## src/rtl/sim_run_seq_ctrl.sv

```systemverilog
// Run sequencer for the distributed-sim DUT: reset hold, gated run,
// epoch sync handshake with the remote peer, and run/event accounting.
module sim_run_seq_ctrl #(
  parameter int RST_CYCLES   = 10,
  parameter int EPOCH_CYCLES = 16,
  parameter int RUN_CYCLES   = 60,
  parameter int SYNC_TIMEOUT = 100,
  parameter int CNT_W        = 32
) (
  input  logic             i_clk,
  input  logic             reset_n,
  input  logic             start,
  input  logic             peer_ack,
  input  logic             event_in,
  output logic             dut_reset_n,
  output logic             run_en,
  output logic             sync_req,
  output logic [CNT_W-1:0] cycle_cnt,
  output logic [CNT_W-1:0] epoch_cnt,
  output logic [CNT_W-1:0] event_cnt,
  output logic             done,
  output logic             err
);

  typedef enum logic [2:0] {
    IDLE,
    RST_HOLD,
    RUN,
    SYNC,
    DONE,
    ERROR
  } state_t;

  localparam logic [31:0] HOLD_LAST = 32'(RST_CYCLES);
  localparam logic [31:0] EP_LAST   = 32'(EPOCH_CYCLES - 1);
  localparam logic [31:0] TO_LAST   = 32'(SYNC_TIMEOUT - 1);
  localparam logic [CNT_W-1:0] RUN_LAST = CNT_W'(RUN_CYCLES - 1);
  localparam logic [CNT_W-1:0] CNT_MAX  = '1;

  state_t           state_q, state_d;
  logic [31:0]      tmr_q, tmr_d;
  logic [31:0]      ep_q, ep_d;
  logic [CNT_W-1:0] cyc_d, epo_d, evt_d;
  logic             dut_rst_d, run_d, sync_d;
  logic             done_d, err_d;

  function automatic logic [CNT_W-1:0] sat_inc(
    input logic [CNT_W-1:0] v
  );
    return (v == CNT_MAX) ? v : v + CNT_W'(1);
  endfunction

  always_comb begin
    state_d = state_q;
    tmr_d   = tmr_q;
    ep_d    = ep_q;
    cyc_d   = cycle_cnt;
    epo_d   = epoch_cnt;
    evt_d   = event_cnt;
    if (run_en && event_in)
      evt_d = sat_inc(event_cnt);
    unique case (state_q)
      IDLE: begin
        if (start) begin
          state_d = RST_HOLD;
          tmr_d   = '0;
          ep_d    = '0;
        end
      end
      RST_HOLD: begin
        if (tmr_q == HOLD_LAST)
          state_d = RUN;
        else
          tmr_d = tmr_q + 32'd1;
      end
      RUN: begin
        cyc_d = sat_inc(cycle_cnt);
        ep_d  = (ep_q == EP_LAST) ? '0 : ep_q + 32'd1;
        // the final run cycle wins over an epoch boundary
        if (cycle_cnt == RUN_LAST) begin
          state_d = DONE;
        end else if (ep_q == EP_LAST) begin
          state_d = SYNC;
          tmr_d   = '0;
        end
      end
      SYNC: begin
        if (peer_ack) begin
          state_d = RUN;
          epo_d   = sat_inc(epoch_cnt);
        end else if (tmr_q == TO_LAST) begin
          state_d = ERROR;
        end else begin
          tmr_d = tmr_q + 32'd1;
        end
      end
      DONE, ERROR: ;
      default: state_d = IDLE;
    endcase
    dut_rst_d = state_d inside {RUN, SYNC, DONE, ERROR};
    run_d     = state_d == RUN;
    sync_d    = state_d == SYNC;
    done_d    = state_d inside {DONE, ERROR};
    err_d     = state_d == ERROR;
  end

  always_ff @(posedge i_clk or negedge reset_n) begin
    if (!reset_n) begin
      state_q     <= IDLE;
      tmr_q       <= '0;
      ep_q        <= '0;
      cycle_cnt   <= '0;
      epoch_cnt   <= '0;
      event_cnt   <= '0;
      dut_reset_n <= 1'b0;
      run_en      <= 1'b0;
      sync_req    <= 1'b0;
      done        <= 1'b0;
      err         <= 1'b0;
    end else begin
      state_q     <= state_d;
      tmr_q       <= tmr_d;
      ep_q        <= ep_d;
      cycle_cnt   <= cyc_d;
      epoch_cnt   <= epo_d;
      event_cnt   <= evt_d;
      dut_reset_n <= dut_rst_d;
      run_en      <= run_d;
      sync_req    <= sync_d;
      done        <= done_d;
      err         <= err_d;
    end
  end

endmodule
```

## config.mk

```make
export PLATFORM = sky130hd
export DESIGN_NAME = sim_run_seq_ctrl
export DESIGN_NICKNAME = d
export VERILOG_FILES = /design/src/rtl/sim_run_seq_ctrl.sv
export SDC_FILE = /design/constraint.sdc
export NUM_CORES = 1
export LEC_CHECK = 0
export CELL_PAD_IN_SITES_DETAIL_PLACEMENT = 0
export CELL_PAD_IN_SITES_GLOBAL_PLACEMENT = 2
export CORE_MARGIN = 8
export CORE_UTILIZATION = 38
export DETAILED_ROUTE_END_ITERATION = 10
export GPL_TIMING_DRIVEN = 1
export PLACE_DENSITY_LB_ADDON = 0.1
export SLEW_MARGIN = 20
export SYNTH_ARGS = -nofsm -noshare
export SYNTH_HDL_FRONTEND = slang
export SYNTH_SLANG_ARGS = --single-unit
```

## constraint.sdc

```tcl
create_clock -name i_clk -period 7.2 [get_ports i_clk]
set_input_delay 1.44 -clock i_clk [delete_from_list [all_inputs] [get_ports i_clk]]
set_output_delay 1.44 -clock i_clk [all_outputs]
set_load 0.01 [all_outputs]
```

== Word-level counts from Yosys, hierarchy flattened ==
Index checks and enable logic that the tools add are counted.
Cells by class
  mux-type cells: 16
  equal/unequal tests: 22
  bitwise operators: 3
  reductions and logical operators: 12
  add/subtract/negate cells: 5
Operators by type and width (number)
  $mux W32: 7
  $add A32 B1 Y32 const B: 5
  $pmux W32 S4: 1
  $eq A32 B32 Y1 const B: 3
  $eq A32 B4 Y1 const B: 2
  $pmux W32 S2: 1
  $eq A32 B6 Y1 const B: 1
  $eq A32 B7 Y1 const B: 1
  $mux W3: 6
  $pmux W3 S5: 1
  $eq A3 B2 Y1 const B: 4
  $eq A3 B3 Y1 const B: 4
  $ne A2 B2 Y1 const B: 6
  $reduce_bool A4 Y1: 2
  $reduce_and A7 Y1: 1
  $reduce_and A2 Y1: 3
  $reduce_bool A2 Y1: 2
  $eq A3 B1 Y1 const B: 1
  $logic_not A3 Y1: 1
  $not A1 Y1: 3
  $reduce_and A3 Y1: 1
  $reduce_or A2 Y1: 1
  $logic_and A1 B1 Y1: 1
Storage, ports and cells
  register bits after elaboration: 168
  logic and storage cells: 69
  input port bits: 5
  output and inout port bits: 101

== Logic depth before layout (Yosys ltp) ==
  word-level depth: 6
  gate-level depth with buffers: 10
  depth with buffers taken out: 9

== Worst setup path after synthesis ==
OpenSTA, ideal clock, no wires.
  path type: input port to flip-flop
  from: in start
  to: reg tmr_q[1]
  setup slack: 4496 ps
  library setup time: 125 ps
  arrival: 2579 ps
  stages on the path: 6
  required time: 7075 ps
  path buffers: 1
  cell sequence: nor3_1 -> a311oi_1 -> nand4_1 -> clkbuf_2 -> o21ba_1 -> mux2_4
Between the ends
  word-level cells in the longest chain between the ends: 2
RTL lines
  start: declaration: line 12  | input logic start,
  $ne A2 B2 Y1 (no line)
  $reduce_and A7 Y1 (no line)
  end signal: assignment: line 122  | tmr_q <= tmr_d;
  end: declaration: line 41  | logic [31:0] tmr_q, tmr_d;
No other way between the ends.
A chain may end at the register's enable or synchronous reset.

== Worst setup path in the final report ==
  from: reg cycle_cnt[7]
  to: out cycle_cnt[7]
RTL lines
  start: declaration: line 18  | output logic [CNT_W-1:0] cycle_cnt,
  start signal: assignment: line 124  | cycle_cnt <= cyc_d;
No word-level cell between the ends.

==> summary.txt <==
Place
  • GPL Wtd Cong: 0.744
  • DP Wirelength: 15,500 um
  • I/O Buffers: 105
  • Placed Instances: 1,260

Final layout
  • Layout cells sized above 1: 5.56%
  • Non-filler cells, final: 1,292
  • Area growth, synth to finish: 22.4%
  • Fillers: 2,155
  • Sequential cell area: 0.00420 mm^2
  • Ant. Diodes: 0
  • Final nets: 1,006
  • Multi-input gate area: 0.00416 mm^2
  • Core Util, Final: 46.8%

Detailed routing
  • WL/cell: 17.6 um
  • First-pass DRT Iterations: 4
  • Total wire length: 22,800 um
  • Via density: 5.52
  • Post-route DRC: 0
  • Post-route antenna net violation count: 0
  • Initial drt markers: 463
  • Via count: 7,128

Global route
  • GRT overflow: 0
  • Vias in the first global route: 7,147
  • Largest net degree at the start of global routing: 70
  • Tot GR Track Use: 17.0%
  • Antenna violations before repair: 1
  • Global-route wire length before repair: 38,800 um

STA
  • Final Max Slew Viols: 0
  • Final hold viol count: 0
  • Clk_skew: 0.0138 ns
  • Slew HR: 33.7%
  • Final setup TNS: 0 ns
  • RSZ-0062 raised after global routing: false
  • Period utilisation layout: 41.4%
  • Fmax: 0.335 GHz
  • Worst Tran Pin Value: 0.986 ns
  • Final setup vio count: 0
  • Tmin final: 2.98 ns

Pwr
  • Pwr Total: 2520 uW
  • P_leak: 0.00420 uW
  • Worst IR drop on VDD: 0.173 mV
  • NetSw: 835 uW
  • Pint: 1680 uW
  • Seq pwr share: 43.8%
  • Clock Power Share: 36.1%
  • PD cells: 240 mW/mm^2
  • Sw Share: 33.2%
  • Comb power frac: 20.1%

Synth
  • Largest area contributor in the netlist: dfrtp_1
  • Post-synth top cells: dfrtp_1 (168), nand2_1 (104), xnor2_1 (83), o21ai_0 (78), nand3_1 (56)
  • Top-count cell post-synth: dfrtp_1
  • Post-Syn Nets: 909
  • Netlist cell types: 56
  • Sequential area share after synthesis: 49.1%
  • Mapped cell area: 0.00856 mm^2
  • Synth top area share: 49.1%
  • Top post-synthesis cells by area: dfrtp_1 (49%), xnor2_1 (8.5%), o21ai_0 (4.6%), nand2_1 (4.6%), nand4_1 (4.0%)
  • Synth Area per Inst: 9.54 um^2
  • Post-synth EDFFs: 0
  • Ys async rst share: 100%
  • Main synth FF type: dfrtp_1
  • Cells after synthesis: 897
  • Yosys reg bits: 168
  • Yosys warnings: 0

Die
  • IO Count: 106
  • Die Wd: 166 um
  • Die H: 166 um
  • Core area: 0.0224 mm^2
  • Initial Util: 38.3%
  • Die area: 0.0276 mm^2
  • Number of cell rows: 55

Critical path
  • Worst path slowest cell: clkdlybuf4s50_1
  • Worst EP required: 5.76 ns
  • CP max stage delay: 0.61 ns
  • Critical path, cell by cell: clkdlybuf4s50_1
  • Crit. End Element: primary output
  • Crit Path Max Fanout: 8
  • Crit path kind: flip-flop to primary output
  • Worst EP arrival: 1.54 ns
  • Top delay family on crit path: buffers and inverters
  • CP Buf/Inv Count: 1
  • Critical Path Start Type: flip-flop

Clocking
  • Depth of the CTS H-tree: 4
  • Post-CTS sizing: 0
  • Post-CTS Setup Inserts: 0
  • TritonCTS clock tree: yes
  • Clk buf depth: 2
  • Clock buffer count from CTS: 17
  • # clock sinks: 168
  • Post-CTS Hold Buffers: 0
  • Clk pin slew, worst setup/hold paths: 0.07 ns
  • CTS root buf: clkbuf_16
  • Clock Latency Late Sink: 0.43 ns

Min path
  • HP Class: flip-flop to flip-flop

Status
  • Outcome: completed

Flow run
  • Max Cap Violations: 0
==> power by group through the flow <==
stage	clock [uW]	combinational [uW]	sequential, uW
after floorplan	0	312	1100
after global placement	0	512	1120
after detailed placement	0	515	1120
after CTS	939	516	1100
after global routing	969	574	1120
final	909	506	1100
==> state kept, by name, summed over array words and instances (netlist names) <==
register,cells
cycle_cnt,32
done,1
dut_reset_n,1
ep_q,32
epoch_cnt,32
err,1
event_cnt,32
run_en,1
state_q,3
sync_req,1
tmr_q,32
==> cell usage in the layout, fill, tap and decap left out, types with 10 or more instances in the layout <==
cell type,count
nand4_1,55
nor3_1,17
clkdlybuf4s50_1,104
dfrtp_1,168
xnor2_1,83
clkbuf_16,17
nand2_1,104
o21ai_0,78
a21oi_1,19
nand3_1,56
inv_1,14
and3_1,28
xor2_1,10
a31oi_1,20
o31ai_1,27
and2_1,18
nor2_1,48
nor4_1,26
and4_1,18
==> worst paths after layout <==
path,to,start,slack [ns],cells after the start
setup reg to reg,cycle_cnt[22]$_DFFE_PN0P_,cycle_cnt[7]$_DFFE_PN0P_,4.43,6
setup / recovery,cycle_cnt[7],cycle_cnt[7]$_DFFE_PN0P_,4.22,1
min in group asynchronous,ep_q[17]$_DFFE_PN0P_,reset_n,1.02,1
max in group asynchronous,tmr_q[11]$_DFFE_PN0P_,reset_n,5.03,2
hold / removal,ep_q[3]$_DFFE_PN0P_,ep_q[3]$_DFFE_PN0P_,0.49,1
hold reg to reg,ep_q[3]$_DFFE_PN0P_,ep_q[3]$_DFFE_PN0P_,0.49,1
==> logic make-up after synthesis <==
family | after synthesis | synth area share [%]
compound gates | 169 | 12.1
xor+xnor | 93 | 9.52
fa+ha+maj | 7 | 1.02
buf+inv | 50 | 2.40
flops | 168 | 49.1
mux | 6 | 0.819
simple gates | 404 | 25.0
==> metal layers <==
| metal | global-route usage, % | vias up | wire length, um |
|---|---|---|---|
| li1 | - | 3490 | - |
| met1 | 23.3 | 3496 | 11200 |
| met2 | 26.6 | 119 | 10400 |
| met3 | 3.64 | 21 | 890 |
| met4 | 4.62 | 2 | 229 |
| met5 | 0 | - | 8 |
==> cell type report <==
cell class                      instances  area share (%)
Clock buffer                           17            4.06
Clock inverter                         15            1.51
Inverter                               15           0.538
Multi-Input combinational cell        679            39.7
Sequential cell                       168            40.1
Tap cell                              285            3.40
Timing Repair Buffer                  113            10.6
==> stage by stage <==
| stage | hold WS, ns | instance area [um^2] | setup WS (ns) |
|---|---|---|---|
| 6_report | 0.491 | 10500 | 4.22 |
| 5_1_grt | 0.513 | 10500 | 4.04 |
| 4_1_cts | 0.488 | 10500 | 4.17 |
| 3_5_place_dp | 0.472 | 9890 | 3.79 |
| 3_3_place_gp | 0.482 | 9880 | 3.52 |
| 2_1_floorplan | 0.446 | 8560 | 4.50 |
(Power assumes the default switching activity.)
